**src/rtl/sha256_msg_sched.sv**
```systemverilog
// sha256_msg_sched: SHA-256 message schedule, loads 16 words then streams W0..W63 with K_t.
// Define SHA256_SCHED_KROM_EN to drive OUT_K from the round-constant table; otherwise OUT_K is 0.
module sha256_msg_sched (
  input  logic        ACLK,
  input  logic        ARST,
  input  logic        IN_VALID,
  output logic        IN_READY,
  input  logic [31:0] IN_DATA,
  output logic        OUT_VALID,
  input  logic        OUT_READY,
  output logic [31:0] OUT_W,
  output logic [31:0] OUT_K,
  output logic [5:0]  OUT_IDX,
  output logic        OUT_LAST,
  output logic        BUSY
);
  typedef enum logic {LOAD, EXPAND} state_t;
  state_t      r_state, w_state_nx;
  logic [31:0] r_win [16];
  logic [3:0]  r_cnt;
  logic [5:0]  r_idx;
  logic        r_in_ready;
  logic        w_in_hs, w_out_hs;
  logic [31:0] w_new;
  function automatic logic [31:0] sig0(input logic [31:0] x);
    return {x[6:0], x[31:7]} ^ {x[17:0], x[31:18]} ^ (x >> 3);
  endfunction
  function automatic logic [31:0] sig1(input logic [31:0] x);
    return {x[16:0], x[31:17]} ^ {x[18:0], x[31:19]} ^ (x >> 10);
  endfunction
  always_comb begin
    w_in_hs    = (r_state == LOAD) && IN_VALID && r_in_ready;
    w_out_hs   = (r_state == EXPAND) && OUT_READY;
    w_new      = sig1(r_win[14]) + r_win[9] + sig0(r_win[1]) + r_win[0];
    w_state_nx = (w_in_hs && &r_cnt) ? EXPAND : (w_out_hs && &r_idx) ? LOAD : r_state;
  end
  // cnt and idx wrap to 0 naturally at the end of each phase
  always_ff @(posedge ACLK) begin
    if (ARST) begin
      r_state    <= LOAD;
      r_in_ready <= 1'b0;
      r_cnt      <= '0;
      r_idx      <= '0;
      for (int i = 0; i < 16; i++) r_win[i] <= '0;
    end else begin
      r_state    <= w_state_nx;
      r_in_ready <= (w_state_nx == LOAD);
      if (w_in_hs) begin
        r_win[r_cnt] <= IN_DATA;
        r_cnt        <= r_cnt + 4'd1;
      end
      if (w_out_hs) begin
        for (int i = 0; i < 15; i++) r_win[i] <= r_win[i+1];
        r_win[15] <= w_new;
        r_idx     <= r_idx + 6'd1;
      end
    end
  end
  assign IN_READY  = r_in_ready;
  assign OUT_VALID = (r_state == EXPAND);
  assign BUSY      = OUT_VALID;
  assign OUT_W     = OUT_VALID ? r_win[0] : '0;
  assign OUT_IDX   = OUT_VALID ? r_idx : '0;
  assign OUT_LAST  = OUT_VALID && &r_idx;
`ifdef SHA256_SCHED_KROM_EN
  localparam logic [31:0] k_rom [64] = '{
    32'h428a2f98, 32'h71374491, 32'hb5c0fbcf, 32'he9b5dba5, 32'h3956c25b, 32'h59f111f1, 32'h923f82a4, 32'hab1c5ed5,
    32'hd807aa98, 32'h12835b01, 32'h243185be, 32'h550c7dc3, 32'h72be5d74, 32'h80deb1fe, 32'h9bdc06a7, 32'hc19bf174,
    32'he49b69c1, 32'hefbe4786, 32'h0fc19dc6, 32'h240ca1cc, 32'h2de92c6f, 32'h4a7484aa, 32'h5cb0a9dc, 32'h76f988da,
    32'h983e5152, 32'ha831c66d, 32'hb00327c8, 32'hbf597fc7, 32'hc6e00bf3, 32'hd5a79147, 32'h06ca6351, 32'h14292967,
    32'h27b70a85, 32'h2e1b2138, 32'h4d2c6dfc, 32'h53380d13, 32'h650a7354, 32'h766a0abb, 32'h81c2c92e, 32'h92722c85,
    32'ha2bfe8a1, 32'ha81a664b, 32'hc24b8b70, 32'hc76c51a3, 32'hd192e819, 32'hd6990624, 32'hf40e3585, 32'h106aa070,
    32'h19a4c116, 32'h1e376c08, 32'h2748774c, 32'h34b0bcb5, 32'h391c0cb3, 32'h4ed8aa4a, 32'h5b9cca4f, 32'h682e6ff3,
    32'h748f82ee, 32'h78a5636f, 32'h84c87814, 32'h8cc70208, 32'h90befffa, 32'ha4506ceb, 32'hbef9a3f7, 32'hc67178f2
  };
  assign OUT_K = OUT_VALID ? k_rom[r_idx] : '0;
`else
  assign OUT_K = '0;
`endif
endmodule

```
**config.mk**
```make
export PLATFORM = sky130hd
export DESIGN_NAME = sha256_msg_sched
export DESIGN_NICKNAME = d
export VERILOG_FILES = /design/src/rtl/sha256_msg_sched.sv
export SDC_FILE = /design/constraint.sdc
export NUM_CORES = 1
export LEC_CHECK = 0
export CELL_PAD_IN_SITES_DETAIL_PLACEMENT = 1
export CELL_PAD_IN_SITES_GLOBAL_PLACEMENT = 2
export CORE_ASPECT_RATIO = 0.5
export CORE_MARGIN = 2
export CORE_UTILIZATION = 25
export DETAILED_ROUTE_END_ITERATION = 16
export DONT_BUFFER_PORTS = 1
export GPL_TIMING_DRIVEN = 0
export HOLD_SLACK_MARGIN = 0.03
export PLACE_DENSITY_LB_ADDON = 0.12
export SLEW_MARGIN = 10
export SYNTH_ARGS = -nofsm -noshare
export SYNTH_HDL_FRONTEND = slang
export SYNTH_SLANG_ARGS = --single-unit
export TNS_END_PERCENT = 20
```
**constraint.sdc**
```tcl
create_clock -name ACLK -period 7.1 [get_ports ACLK]
set_input_delay 1.42 -clock ACLK [delete_from_list [all_inputs] [get_ports ACLK]]
set_output_delay 1.42 -clock ACLK [all_outputs]
set_load 0.01 [all_outputs]
```
==> metrics.txt <==
outcome=finished clean; via count=19,100; io pins=110; DP Area=29,500 um^2; fillcell total=11,800; hold_ws=0.524 ns; required time of the critical path=7.47 ns; post-CTS resize count=0; GR Util All Layers=20.8%; vias in the first global route=18,600; Rows=85; Core ar.=107,000 um^2; Max FO, Critical Path=7; cts hold-fix bufs=0; initial antenna violation count=13; layout net count=2,544; Max-Cap Viols=0; DRT iter0 DRCs=1,957; Worst R2R Path Depth=16; HPWL Detailed=92.1 mm; first-pass GRT wire length=159 mm; Max transition margin=7.12%; placed insts=3,786; Internal Power=6.84 mW; routed wire length per instance=30.1 um; drt drc=0; hold depth=1; largest net degree at the start of global routing=24; syn avg cell area=11.7 um^2; clk sink count=524; Pleak=11.2 nW; synth warn=0; Worst Setup EP=r_win[15][25]; most common cell after layout, fill and taps aside=edfxtp_1; Gate Count Post-Synth=2,304; DR pass1 iterations=5; gr ovfl total=0; Placer Congestion=0.844; CP Launch Type=register; top_reg_cell synth=edfxtp_1; worst flop-to-flop path startpoint=r_win[14][25]; Seq/Total Area, Yosys=57.8%; Hold Path Class=reg -> reg; most frequent cells in the layout=edfxtp_1, nand2_1, a22o_1, o21ai_0, clkbuf_1; Max Fclk=186 MHz; period utilisation layout=75.6%; CTS buffer count=57; register bit count reported by yosys=524; final hold viol count=0; Clock power frac=26.2%; setup repair bufs after CTS=0; fin. max-slew vios=0; Power Dens Cells=369 nW/um^2; Setup Viol. Count Final=0; share of layout cells above drive strength 1=7.41%; crit end category=register; Post-synth EDFFs=512; final setup margin=1.73 ns; min cycle time layout=5.37 ns; hold path start=r_win[10][4]; combinational share of power=39.4%; Setup Skew=0.0366 ns; Detail Route Antenna Nets=0; RSZ-0062 raised after global routing=no; IO Port Bufs=0; VDD IR max=277 uV; die area=111,000 um^2; CTS root buffer=clkbuf_16; Via density=4.90; Initial Util=25.2%; area grow syn2layout=15.9%; reg2reg setup slack=1.73 ns; Slew @ Worst Pin=1.39 ns; crit path kind=reg -> reg; CTS tree=yes; post-synth design cell area=27,000 um^2; Worst Path Arrival=5.73 ns; Routed WL=117 mm; Layout Cells excl Fill=3,894; reg2reg end=r_win[15][25]; asr flop ratio synth=0%; Die Y=236 um; part of the power in registers=34.4%; Sw Ratio=40.7%; Sw Pwr=4.69 mW; worst skew pair latency=0.65 ns; maximum buffer depth of the clock tree=3; unique cell type count in the Yosys netlist=64; Worst-path clk slew=0.07 ns; Final Cell Area=31,300 um^2; critical path startpoint=r_win[14][25]; CTS H-tree lvls=2; dpl ws=1.90 ns; DIE WIDTH=469 um
==> final cells by class <==
class / count / area, um^2 / area share, %
tap: 1435 / 1800 / 5.74
buffer: 238 / 1070 / 3.41
multi-input combinational: 1421 / 10000 / 32.0
sequential: 524 / 15600 / 49.9
timing repair buffer: 16 / 410 / 1.31
clock buffer: 63 / 1450 / 4.63
clock inverter: 42 / 367 / 1.17
antenna: 3 / 7.51 / 0.0240
inverter: 152 / 571 / 1.82
==> critical path, cell delays in order, from the launching register on <==
cell,delay (ns)
edfxtp_1,0.58
xnor2_1,0.22
xnor2_1,0.38
fa_1,0.56
inv_1,0.10
fa_1,0.42
inv_1,0.07
ha_1,0.23
buf_6,0.15
a2111oi_4,0.42
a2111oi_1,0.11
o21a_1,0.17
or2_4,0.27
a311oi_1,0.59
o21ai_1,0.20
xnor2_1,0.50
o21ai_1,0.10
==> cell usage after synthesis (9+ instances only) <==
cell      number  area [um^2]
and2_1        38          238
clkbuf_1     162          608
ha_1          36          450
dfxtp_1       12          240
a21oi_1       29          145
xnor2_1      123         1080
xor2_1        31          272
o21ai_1       10         50.1
fa_1          62         1240
nand2b_1       9         56.3
nand4_1       10         62.6
a22o_1       327         2860
o21ai_0      207         1040
nor2_1        47          176
buf_4         36          270
nand2_1      380         1430
buf_1         32          120
inv_1        151          567
edfxtp_1     512        15400
==> layer usage <==
layer  global-route usage, %  part of all wire, %
met4                    3.16                  1.3
met5                       0                0.016
met3                    4.42                  7.3
met2                    29.4                   41
met1                    32.7                   51
==> power groups by stage <==
| stage | combinational, mW | sequential, mW | clock, mW |
|---|---|---|---|
| 3_5_place_dp | 4.45 | 4.03 | 0 |
| 4_1_cts | 4.49 | 3.97 | 3.08 |
| 6_report | 4.54 | 3.97 | 3.02 |
| 3_3_place_gp | 4.45 | 4.05 | 0 |
| 5_1_grt | 4.95 | 3.99 | 3.18 |
| 2_1_floorplan | 2.63 | 3.90 | 0 |
==> flip-flops by register name, indices dropped and copies added, names as in the netlist <==
name	cells
BUSY	1
IN_READY	1
r_cnt	4
r_idx	6
r_win	512
==> cells by family (layout without fill, tap and decap cells) <==
kind of cell | after synthesis | count (layout) | share of synthesized area [%]
AOI/OAI and AO/OA | 622 | 622 | 16.8
xor gates and xnor gates | 154 | 154 | 5.00
adders and majority gates | 98 | 98 | 6.27
buffers and inverters | 390 | 511 | 6.06
DFF | 524 | 524 | 57.8
other | 1 | 35 | 0.0139
and+or+nand+nor | 515 | 515 | 8.04
==> how the worst min path moves through the flow <==
stage,endpoint,slack (ns)
4_1_cts,r_win[9][4],0.53
5_1_grt,r_win[9][4],0.54
2_1_floorplan,r_idx[1],0.47
6_report,r_win[9][4],0.52
3_5_place_dp,r_idx[1],0.52
3_3_place_gp,r_cnt[1],0.52
==> metrics by stage <==
stage / power, mW / utilization, % / TNS [ns]
detailed placement: 8.48 / 27.5 / 0
CTS: 11.5 / 29.2 / 0
finish: 11.5 / 29.2 / 0
global route: 12.1 / 29.2 / 0
floorplan: 6.53 / - / 0
global placement: 8.50 / 26.9 / -5.08
Note: power is estimated with default switching activity, not from simulation.
